$ cat src/rtl/definitions.sv
// rtl/definitions.sv - common decode encodings for ALU op codes and the is_muldiv class field
`ifndef DEFINITIONS_SV
`define DEFINITIONS_SV

`define ALU_OP_WIDTH 5

`define ALU_MUL    5'h10
`define ALU_MULH   5'h11
`define ALU_MULSHU 5'h12
`define ALU_MULHU  5'h13
`define ALU_DIV    5'h14
`define ALU_DIVU   5'h15
`define ALU_REM    5'h16
`define ALU_REMU   5'h17

`define MULDIV_NONE 2'b00
`define MULDIV_MUL  2'b01
`define MULDIV_DIV  2'b10

`endif

$ cat src/rtl/muldiv_pkg.sv
// rtl/muldiv_pkg.sv - shared types, op decode and RISC-V special-result constants for the M unit
`include "definitions.sv"

package muldiv_pkg;

  typedef enum logic [1:0] {S_IDLE, S_MUL, S_DIV, S_DONE} state_t;

  localparam int ALU_OP_W = `ALU_OP_WIDTH;
  typedef logic [ALU_OP_W-1:0] alu_op_t;

  localparam alu_op_t OP_MUL    = `ALU_MUL;
  localparam alu_op_t OP_MULH   = `ALU_MULH;
  localparam alu_op_t OP_MULSHU = `ALU_MULSHU;
  localparam alu_op_t OP_MULHU  = `ALU_MULHU;
  localparam alu_op_t OP_DIV    = `ALU_DIV;
  localparam alu_op_t OP_DIVU   = `ALU_DIVU;
  localparam alu_op_t OP_REM    = `ALU_REM;
  localparam alu_op_t OP_REMU   = `ALU_REMU;

  localparam logic [1:0] CLS_NONE = `MULDIV_NONE;
  localparam logic [1:0] CLS_MUL  = `MULDIV_MUL;
  localparam logic [1:0] CLS_DIV  = `MULDIV_DIV;

  localparam int MAX_XLEN = 64;

  typedef struct packed {
    logic mul_hi;
    logic a_signed;
    logic b_signed;
    logic div_signed;
    logic want_rem;
  } op_dec_t;

  function automatic op_dec_t decode_op(input alu_op_t op);
    op_dec_t d;
    d = '0;
    case (op)
      OP_MUL:    ;
      OP_MULH:   begin d.mul_hi = 1'b1; d.a_signed = 1'b1; d.b_signed = 1'b1; end
      OP_MULSHU: begin d.mul_hi = 1'b1; d.a_signed = 1'b1; end
      OP_MULHU:  d.mul_hi = 1'b1;
      OP_DIV:    d.div_signed = 1'b1;
      OP_DIVU:   ;
      OP_REM:    begin d.div_signed = 1'b1; d.want_rem = 1'b1; end
      OP_REMU:   d.want_rem = 1'b1;
      default:   ;
    endcase
    return d;
  endfunction

  function automatic int div_iter_w(input int xlen);
    return $clog2(xlen + 1);
  endfunction

  // Quotient for divide-by-zero: all ones in the low xlen bits
  function automatic logic [MAX_XLEN-1:0] div_zero_quot(input int xlen);
    logic [MAX_XLEN-1:0] r;
    for (int i = 0; i < MAX_XLEN; i++) r[i] = (i < xlen);
    return r;
  endfunction

  function automatic logic [MAX_XLEN-1:0] signed_min(input int xlen);
    logic [MAX_XLEN-1:0] r;
    for (int i = 0; i < MAX_XLEN; i++) r[i] = (i == xlen - 1);
    return r;
  endfunction

endpackage

$ cat src/rtl/div_iter.sv
// rtl/div_iter.sv - unsigned restoring divider, one quotient bit per cycle over XLEN cycles
module div_iter
  import muldiv_pkg::*;
#(
  parameter int XLEN = 32
) (
  input  logic            clk_i,
  input  logic            rst_i,
  input  logic            load_i,
  input  logic [XLEN-1:0] dividend_i,
  input  logic [XLEN-1:0] divisor_i,
  output logic [XLEN-1:0] quotient_o,
  output logic [XLEN-1:0] remainder_o,
  output logic            done_o
);

  localparam int DIV_ITER_W = div_iter_w(XLEN);

  logic [XLEN-1:0]       quo_q, rem_q, dvs_q;
  logic [DIV_ITER_W-1:0] cnt_q;
  logic [XLEN:0]         shifted, diff;
  logic                  ge;

  assign shifted = {rem_q, quo_q[XLEN-1]};
  assign diff    = shifted - {1'b0, dvs_q};
  assign ge      = ~diff[XLEN];

  // Outputs are the post-step values so the final bit is usable in the cycle done_o is high
  assign quotient_o  = {quo_q[XLEN-2:0], ge};
  assign remainder_o = ge ? diff[XLEN-1:0] : shifted[XLEN-1:0];
  assign done_o      = (cnt_q == DIV_ITER_W'(1));

  always_ff @(posedge clk_i or posedge rst_i) begin
    if (rst_i) begin
      quo_q <= '0;
      rem_q <= '0;
      dvs_q <= '0;
      cnt_q <= '0;
    end else if (load_i) begin
      quo_q <= dividend_i;
      rem_q <= '0;
      dvs_q <= divisor_i;
      cnt_q <= DIV_ITER_W'(XLEN);
    end else if (cnt_q != '0) begin
      quo_q <= quotient_o;
      rem_q <= remainder_o;
      cnt_q <= cnt_q - DIV_ITER_W'(1);
    end
  end

endmodule

$ cat src/rtl/muldiv_ctrl.sv
// rtl/muldiv_ctrl.sv - EX-stage M-extension sequencer: pipelined multiply, iterative divide, stall control
module muldiv_ctrl
  import muldiv_pkg::*;
#(
  parameter int XLEN       = 32,
  parameter int MUL_STAGES = 2
) (
  input  logic                clk_i,
  input  logic                rst_i,
  input  logic                start_i,
  input  logic [1:0]          is_muldiv_i,
  input  logic [ALU_OP_W-1:0] alu_op_i,
  input  logic [XLEN-1:0]     op_a_i,
  input  logic [XLEN-1:0]     op_b_i,
  input  logic                flush_i,
  output logic                stall_o,
  output logic                busy_o,
  output logic                result_valid_o,
  output logic [XLEN-1:0]     result_o
);

  localparam logic [XLEN-1:0] QUO_DIV0 = XLEN'(div_zero_quot(XLEN));
  localparam logic [XLEN-1:0] SMIN     = XLEN'(signed_min(XLEN));
  localparam int              MCW      = (MUL_STAGES > 1) ? $clog2(MUL_STAGES) : 1;

  state_t          state, state_nx;
  op_dec_t         dec;
  logic            is_mul_cls, is_div_cls, accept;
  logic            div_zero, div_ovf, div_special;
  logic [XLEN-1:0] special_res, a_abs, b_abs;
  logic            mul_hi_q, want_rem_q, neg_quo_q, neg_rem_q;
  logic [MCW-1:0]  mul_cnt;
  logic            mul_last;
  logic [XLEN-1:0] result_q;

  assign dec        = decode_op(alu_op_i);
  assign is_mul_cls = (is_muldiv_i == CLS_MUL);
  assign is_div_cls = (is_muldiv_i == CLS_DIV);
  assign accept     = (state == S_IDLE) && start_i && (is_mul_cls || is_div_cls) && !flush_i;

  assign div_zero    = (op_b_i == '0);
  assign div_ovf     = dec.div_signed && (op_a_i == SMIN) && (op_b_i == QUO_DIV0);
  assign div_special = is_div_cls && (div_zero || div_ovf);
  assign special_res = div_zero ? (dec.want_rem ? op_a_i : QUO_DIV0)
                                : (dec.want_rem ? '0 : SMIN);

  assign a_abs = (dec.div_signed && op_a_i[XLEN-1]) ? -op_a_i : op_a_i;
  assign b_abs = (dec.div_signed && op_b_i[XLEN-1]) ? -op_b_i : op_b_i;

  // Multiply on XLEN+1-bit extended operands, sign-extended again to the full product width
  logic [XLEN:0]        a_ext, b_ext;
  logic [2*XLEN+1:0]    prod_full;
  logic [2*XLEN-1:0]    mul_prod, mul_tap;
  logic                 unused_prod_top;

  assign a_ext           = {dec.a_signed & op_a_i[XLEN-1], op_a_i};
  assign b_ext           = {dec.b_signed & op_b_i[XLEN-1], op_b_i};
  assign prod_full       = {{(XLEN+1){a_ext[XLEN]}}, a_ext} * {{(XLEN+1){b_ext[XLEN]}}, b_ext};
  assign mul_prod        = prod_full[2*XLEN-1:0];
  assign unused_prod_top = ^prod_full[2*XLEN+1:2*XLEN];

  if (MUL_STAGES == 1) begin : g_mul_direct
    assign mul_tap = mul_prod;
  end else begin : g_mul_pipe
    logic [2*XLEN-1:0] pipe [MUL_STAGES-1];
    always_ff @(posedge clk_i) begin
      pipe[0] <= mul_prod;
      for (int i = 1; i < MUL_STAGES - 1; i++) pipe[i] <= pipe[i-1];
    end
    assign mul_tap = pipe[MUL_STAGES-2];
  end

  function automatic logic [XLEN-1:0] mul_sel(input logic [2*XLEN-1:0] p, input logic hi);
    return hi ? p[2*XLEN-1:XLEN] : p[XLEN-1:0];
  endfunction

  logic [XLEN-1:0] div_quo, div_rem, quo_fix, rem_fix;
  logic            div_done;

  div_iter #(.XLEN(XLEN)) u_div_iter (
    .clk_i      (clk_i),
    .rst_i      (rst_i),
    .load_i     (accept && is_div_cls && !div_special),
    .dividend_i (a_abs),
    .divisor_i  (b_abs),
    .quotient_o (div_quo),
    .remainder_o(div_rem),
    .done_o     (div_done)
  );

  assign quo_fix  = neg_quo_q ? -div_quo : div_quo;
  assign rem_fix  = neg_rem_q ? -div_rem : div_rem;
  assign mul_last = (mul_cnt == MCW'(MUL_STAGES - 1));

  always_ff @(posedge clk_i or posedge rst_i) begin
    if (rst_i) state <= S_IDLE;
    else       state <= state_nx;
  end

  always_ff @(posedge clk_i or posedge rst_i) begin
    if (rst_i) begin
      result_q   <= '0;
      mul_hi_q   <= 1'b0;
      want_rem_q <= 1'b0;
      neg_quo_q  <= 1'b0;
      neg_rem_q  <= 1'b0;
      mul_cnt    <= '0;
    end else if (accept) begin
      mul_hi_q   <= dec.mul_hi;
      want_rem_q <= dec.want_rem;
      neg_quo_q  <= dec.div_signed && (op_a_i[XLEN-1] ^ op_b_i[XLEN-1]);
      neg_rem_q  <= dec.div_signed && op_a_i[XLEN-1];
      mul_cnt    <= MCW'(1);
      if (div_special)
        result_q <= special_res;
      else if (is_mul_cls && MUL_STAGES == 1)
        result_q <= mul_sel(mul_prod, dec.mul_hi);
    end else if (!flush_i) begin
      if (state == S_MUL) begin
        if (mul_last) result_q <= mul_sel(mul_tap, mul_hi_q);
        else          mul_cnt  <= mul_cnt + MCW'(1);
      end
      if (state == S_DIV && div_done)
        result_q <= want_rem_q ? rem_fix : quo_fix;
    end
  end

  always_comb begin
    state_nx = state;
    if (flush_i) begin
      state_nx = S_IDLE;
    end else begin
      case (state)
        S_IDLE: if (accept) begin
          if (is_div_cls)            state_nx = div_special ? S_DONE : S_DIV;
          else if (MUL_STAGES == 1)  state_nx = S_DONE;
          else                       state_nx = S_MUL;
        end
        S_MUL:  if (mul_last) state_nx = S_DONE;
        S_DIV:  if (div_done) state_nx = S_DONE;
        S_DONE: state_nx = S_IDLE;
        default: state_nx = S_IDLE;
      endcase
    end
  end

  always_comb begin
    stall_o        = 1'b0;
    busy_o         = 1'b0;
    result_valid_o = 1'b0;
    case (state)
      S_IDLE: stall_o = accept;
      S_MUL, S_DIV: begin
        stall_o = 1'b1;
        busy_o  = 1'b1;
      end
      S_DONE: begin
        busy_o         = 1'b1;
        result_valid_o = !flush_i;
      end
      default: ;
    endcase
  end

  assign result_o = result_q;

endmodule

$ cat config.mk
export PLATFORM = sky130hd
export DESIGN_NAME = muldiv_ctrl
export DESIGN_NICKNAME = d
export VERILOG_FILES = /design/src/rtl/muldiv_pkg.sv /design/src/rtl/div_iter.sv /design/src/rtl/muldiv_ctrl.sv
export VERILOG_INCLUDE_DIRS = /design/src /design/src/rtl
export SDC_FILE = /design/constraint.sdc
export NUM_CORES = 2
export LEC_CHECK = 0
export BUFFER_PORTS_ARGS = -buffer_cell sky130_fd_sc_hd__clkbuf_2
export CAP_MARGIN = 10
export CORE_MARGIN = 4
export CORE_UTILIZATION = 45
export CTS_BUF_LIST = sky130_fd_sc_hd__clkbuf_16
export CTS_CLUSTER_SIZE = 24
export DETAILED_ROUTE_END_ITERATION = 8
export HOLD_SLACK_MARGIN = 0.12
export PLACE_DENSITY_LB_ADDON = 0.3
export SYNTH_ARGS = -nofsm -noshare
export SYNTH_HDL_FRONTEND = slang
export SYNTH_SLANG_ARGS = --single-unit
$ cat constraint.sdc
create_clock -name clk_i -period 5.16 [get_ports clk_i]
set_input_delay 0.258 -clock clk_i [delete_from_list [all_inputs] [get_ports clk_i]]
set_output_delay 0.258 -clock clk_i [all_outputs]
set_load 0.01 [all_outputs]
==> insert_results.sql <==
INSERT INTO impl_metrics (metric_group, metric, value, unit) VALUES
('flow_run', 'drv_cap', '0', ''),
('worst_hold_path', 'worstHoldStart', 'is_muldiv_i[1]', ''),
('die', 'die_area', '121000', 'µm²'),
('drt', 'routed_wirelength', '176400', 'µm'),
('clocking', 'cts_buffers', '26', ''),
('drt', 'dr.pass1.iters', '6', ''),
('setup_path', 'critPathCaptureType', 'register', ''),
('sta', 'timing.hold.ws', '193.4', 'ps'),
('final_layout', 'finish.instance_area', '62020', 'µm²'),
('outcome', 'status', 'complete, but fails checks', ''),
('grt', 'first_pass_grt_wire_length', '274100', 'µm'),
('placed_design', 'dpl-instance-area', '59180', 'µm²'),
('grt', 'first_global_vias', '45780', ''),
('placed_design', 'routabilityCongestion', '0.9726', ''),
('grt', 'grt_remaining_overflow', '0', ''),
('final_layout', 'layout_common_cells', '1204 x sky130_fd_sc_hd__inv_1, 1095 x sky130_fd_sc_hd__fa_1, 952 x sky130_fd_sc_hd__nand2_1', ''),
('drt', 'antenna_left', '0', ''),
('grt', 'antenna_found_initial', '14', ''),
('sta', 'worst_slack', '-2376', 'ps'),
('final_layout', 'flow.area_growth_from_synthesis', '19.31', '%'),
('sta', 'final.period_utilization', '146.0', '%'),
('drt', 'routed_wire_length_per_instance', '22.25', 'µm'),
('clocking', 'clockBufferDepth', '3', ''),
('synthesis', 'post_synth_inst_count', '5932', ''),
('sta', 'tightestPinTransition', '1028', 'ps'),
('placed_design', 'dp_hpwl', '147800', 'µm'),
('die', 'die-height', '347.9', 'µm'),
('synthesis', 'post_synth_main_area_contributors', 'sky130_fd_sc_hd__fa_1 43%, sky130_fd_sc_hd__inv_1 8.9%, sky130_fd_sc_hd__nand2_1 7.0%, sky130_fd_sc_hd__dfrtp_1 6.8%, sky130_fd_sc_hd__ha_1 6.2%', ''),
('setup_path', 'worst_path_largest_cell_delay', '620', 'ps'),
('synthesis', 'synthesis.yosys.warnings', '0', ''),
('grt', 'grt.total_usage', '29.40', '%'),
('synthesis', 'synth-main-ff-cell', 'sky130_fd_sc_hd__dfrtp_1', ''),
('die', 'initial_utilization', '45.40', '%'),
('sta', 'setup_repair_after_global_routing_missed_its_margin', 'true', ''),
('clocking', 'worst_setup_hold_path_clk_slew', '60', 'ps'),
('die', 'die_w', '347.9', 'µm'),
('drt', 'post-route-drc-count', '0', ''),
('drt', 'avgViaCountPerCell', '5.484', ''),
('sta', 'setup_viol', '52', ''),
('placed_design', 'place.port_buffers', '109', ''),
('setup_path', 'cp_slowest_cell', 'sky130_fd_sc_hd__fa_2', ''),
('final_layout', 'layout.cells.most_common', 'sky130_fd_sc_hd__inv_1', ''),
('drt', 'first_iter_violations', '4088', ''),
('final_layout', 'layoutNonFillerInstCount', '7928', ''),
('synthesis', 'synth.cell_area', '51980', 'µm²'),
('setup_path', 'critPathRequiredTime', '5630', 'ps'),
('setup_path', 'cp_max_fo', '5', ''),
('outcome', 'failed_checks', 'setup timing', ''),
('drt', 'route.vias.total', '43480', ''),
('sta', 'finClkSkew', '15.11', 'ps'),
('synthesis', 'post_synth_top_area_cell', 'sky130_fd_sc_hd__fa_1', ''),
('synthesis', 'yosys.area.top_type_share', '43.37', '%'),
('synthesis', 'async_flop_share', '68.78', '%'),
('setup_path', 'cpMostUsedCell', 'sky130_fd_sc_hd__fa_1', ''),
('final_layout', 'layout-drive-gt1-share', '17.97', '%'),
('clocking', 'clk-insertion-delay-late', '550', 'ps'),
('setup_path', 'timing.critical_path.max_delay_family', 'adder cells', ''),
('clocking', 'cts_tree', 'yes', ''),
('die', 'floorplan.rows', '124', ''),
('synthesis', 'synth-seq-area-share', '9.253', '%'),
('setup_path', 'rr_startpoint', 'u_div_iter.dvs_q[15]$_DFFE_PP0P_', ''),
('placed_design', 'post-place-cells', '7801', ''),
('synthesis', 'synth_fp_nets', '7392', ''),
('sta', 'final.min_clock_period', '7536', 'ps'),
('sta', 'max_slew_margin', '31.47', '%'),
('grt', 'grt_start_max_net_pins', '97', ''),
('setup_path', 'critical_path.n_buffers_inverters', '9', ''),
('synthesis', 'ys_seq_elements', '205', ''),
('synthesis', 'synth_enable_flop_cells', '0', ''),
('clocking', 'clock_sink_count', '205', ''),
('sta', 'maxClockFrequency', '132.7', 'MHz');
cell families after synthesis:
kind of cell / synth area share (%)
and+or+nand+nor: 15.25
AOI/OAI and AO/OA: 8.966
adders and majority gates: 49.60
xor gates and xnor gates: 3.606
buffers and inverters: 11.60
DFF: 9.253
muxes: 1.728
synth_stat cells (all sizes together), types with 14 or more instances:
library cell	n
o31ai	35
inv	1236
fa	1126
xor2	78
buf	103
o211ai	26
nand3	30
a31oi	20
and2	296
or3	30
ha	259
o41ai	17
o21ai	222
nand2	969
a211oi	56
a21o	58
nor2	196
mux2i	83
a21oi	153
clkbuf	258
dfrtp	141
dfxtp	64
xnor2	136
nor3	50
nand4	24
and3	25
nor4	23
nand2b	22
a221oi	14
worst reg2reg max path: stages (launching register included):
cell and delay [ps]:
sky130_fd_sc_hd__dfrtp_1 360, sky130_fd_sc_hd__inv_1 170, sky130_fd_sc_hd__ha_2 390, sky130_fd_sc_hd__a21oi_2 240
sky130_fd_sc_hd__nor4_1 70, sky130_fd_sc_hd__a211o_1 330, sky130_fd_sc_hd__a211o_1 370, sky130_fd_sc_hd__o21a_1 260
sky130_fd_sc_hd__nor2_4 130, sky130_fd_sc_hd__inv_2 80, sky130_fd_sc_hd__mux2i_2 250, sky130_fd_sc_hd__ha_2 280
sky130_fd_sc_hd__nand2_1 90, sky130_fd_sc_hd__a2111o_1 380, sky130_fd_sc_hd__and4bb_4 390, sky130_fd_sc_hd__a211oi_1 90
sky130_fd_sc_hd__xnor2_1 200, sky130_fd_sc_hd__buf_4 170, sky130_fd_sc_hd__o21ai_0 160, sky130_fd_sc_hd__a21oi_1 100
sky130_fd_sc_hd__buf_4 180, sky130_fd_sc_hd__a21o_1 150
through the flow:
stage,util [%],setup TNS [ps],setup slack [ps]
floorplan,-,-68840,-2606
global placement,51.68,-109880,-3009
detailed placement,51.68,-111540,-3077
CTS,53.48,-73080,-2243
global route,54.15,-87220,-2564
finish,54.17,-78390,-2376
timing repair:
item,in CTS,in global routing
resized for setup,185,135
gates cloned,1,0
buffers inserted,49,35
hold endpoints to repair,98,0
endpoints found under the setup margin,52,65
pin swaps,126,109
hold buffers,3,0
registers in the layout (all words and copies together), names as in the netlist:
signal / flops
u_div_iter.quo_q: 32
result_o: 32
g_mul_pipe.pipe: 64
state: 2
mul_hi_q: 1
u_div_iter.cnt_q: 6
neg_quo_q: 1
u_div_iter.rem_q: 32
mul_cnt: 1
u_div_iter.dvs_q: 32
neg_rem_q: 1
want_rem_q: 1
routing by layer:
metal,part of all wire (%),GRT usage [%],wire length (µm),vias to the layer above
met5,0.014,0,24,-
met3,8.8,4.742,15470,373
met1,40,39.72,70550,22250
li1,-,-,-,18910
met4,4.5,11.06,7998,4
met2,47,47.98,82390,1945
final cells by class:
cell class | instances | area (µm²) | area share (%)
antenna | 11 | 27.53 | 0.04438
clock buffer | 26 | 650.6 | 1.049
clock inverter | 22 | 141.4 | 0.2280
inverter | 1236 | 4663 | 7.519
multi-input combinational | 4130 | 42810 | 69.02
sequential | 205 | 4811 | 7.757
tap | 1512 | 1892 | 3.050
timing repair buffer | 786 | 7025 | 11.33
worst paths after layout:
kind,endpoint,slack (ps),cells after the start
min,mul_cnt$_DFFE_PP0P_,190,5
max reg2reg,result_o[14]$_DFFE_PP0P_,190,21
min reg2reg,result_o[12]$_DFFE_PP0P_,480,2
max,g_mul_pipe.pipe[0][61]$_DFF_P_,-2380,33
max in group asynchronous,u_div_iter.rem_q[21]$_DFFE_PP0P_,3470,4
min in group asynchronous,u_div_iter.rem_q[16]$_DFFE_PP0P_,480,3
Power is left out: the tool's default activity adds up to more than one toggle a clock period on the data nets, which glitch-free logic cannot reach.
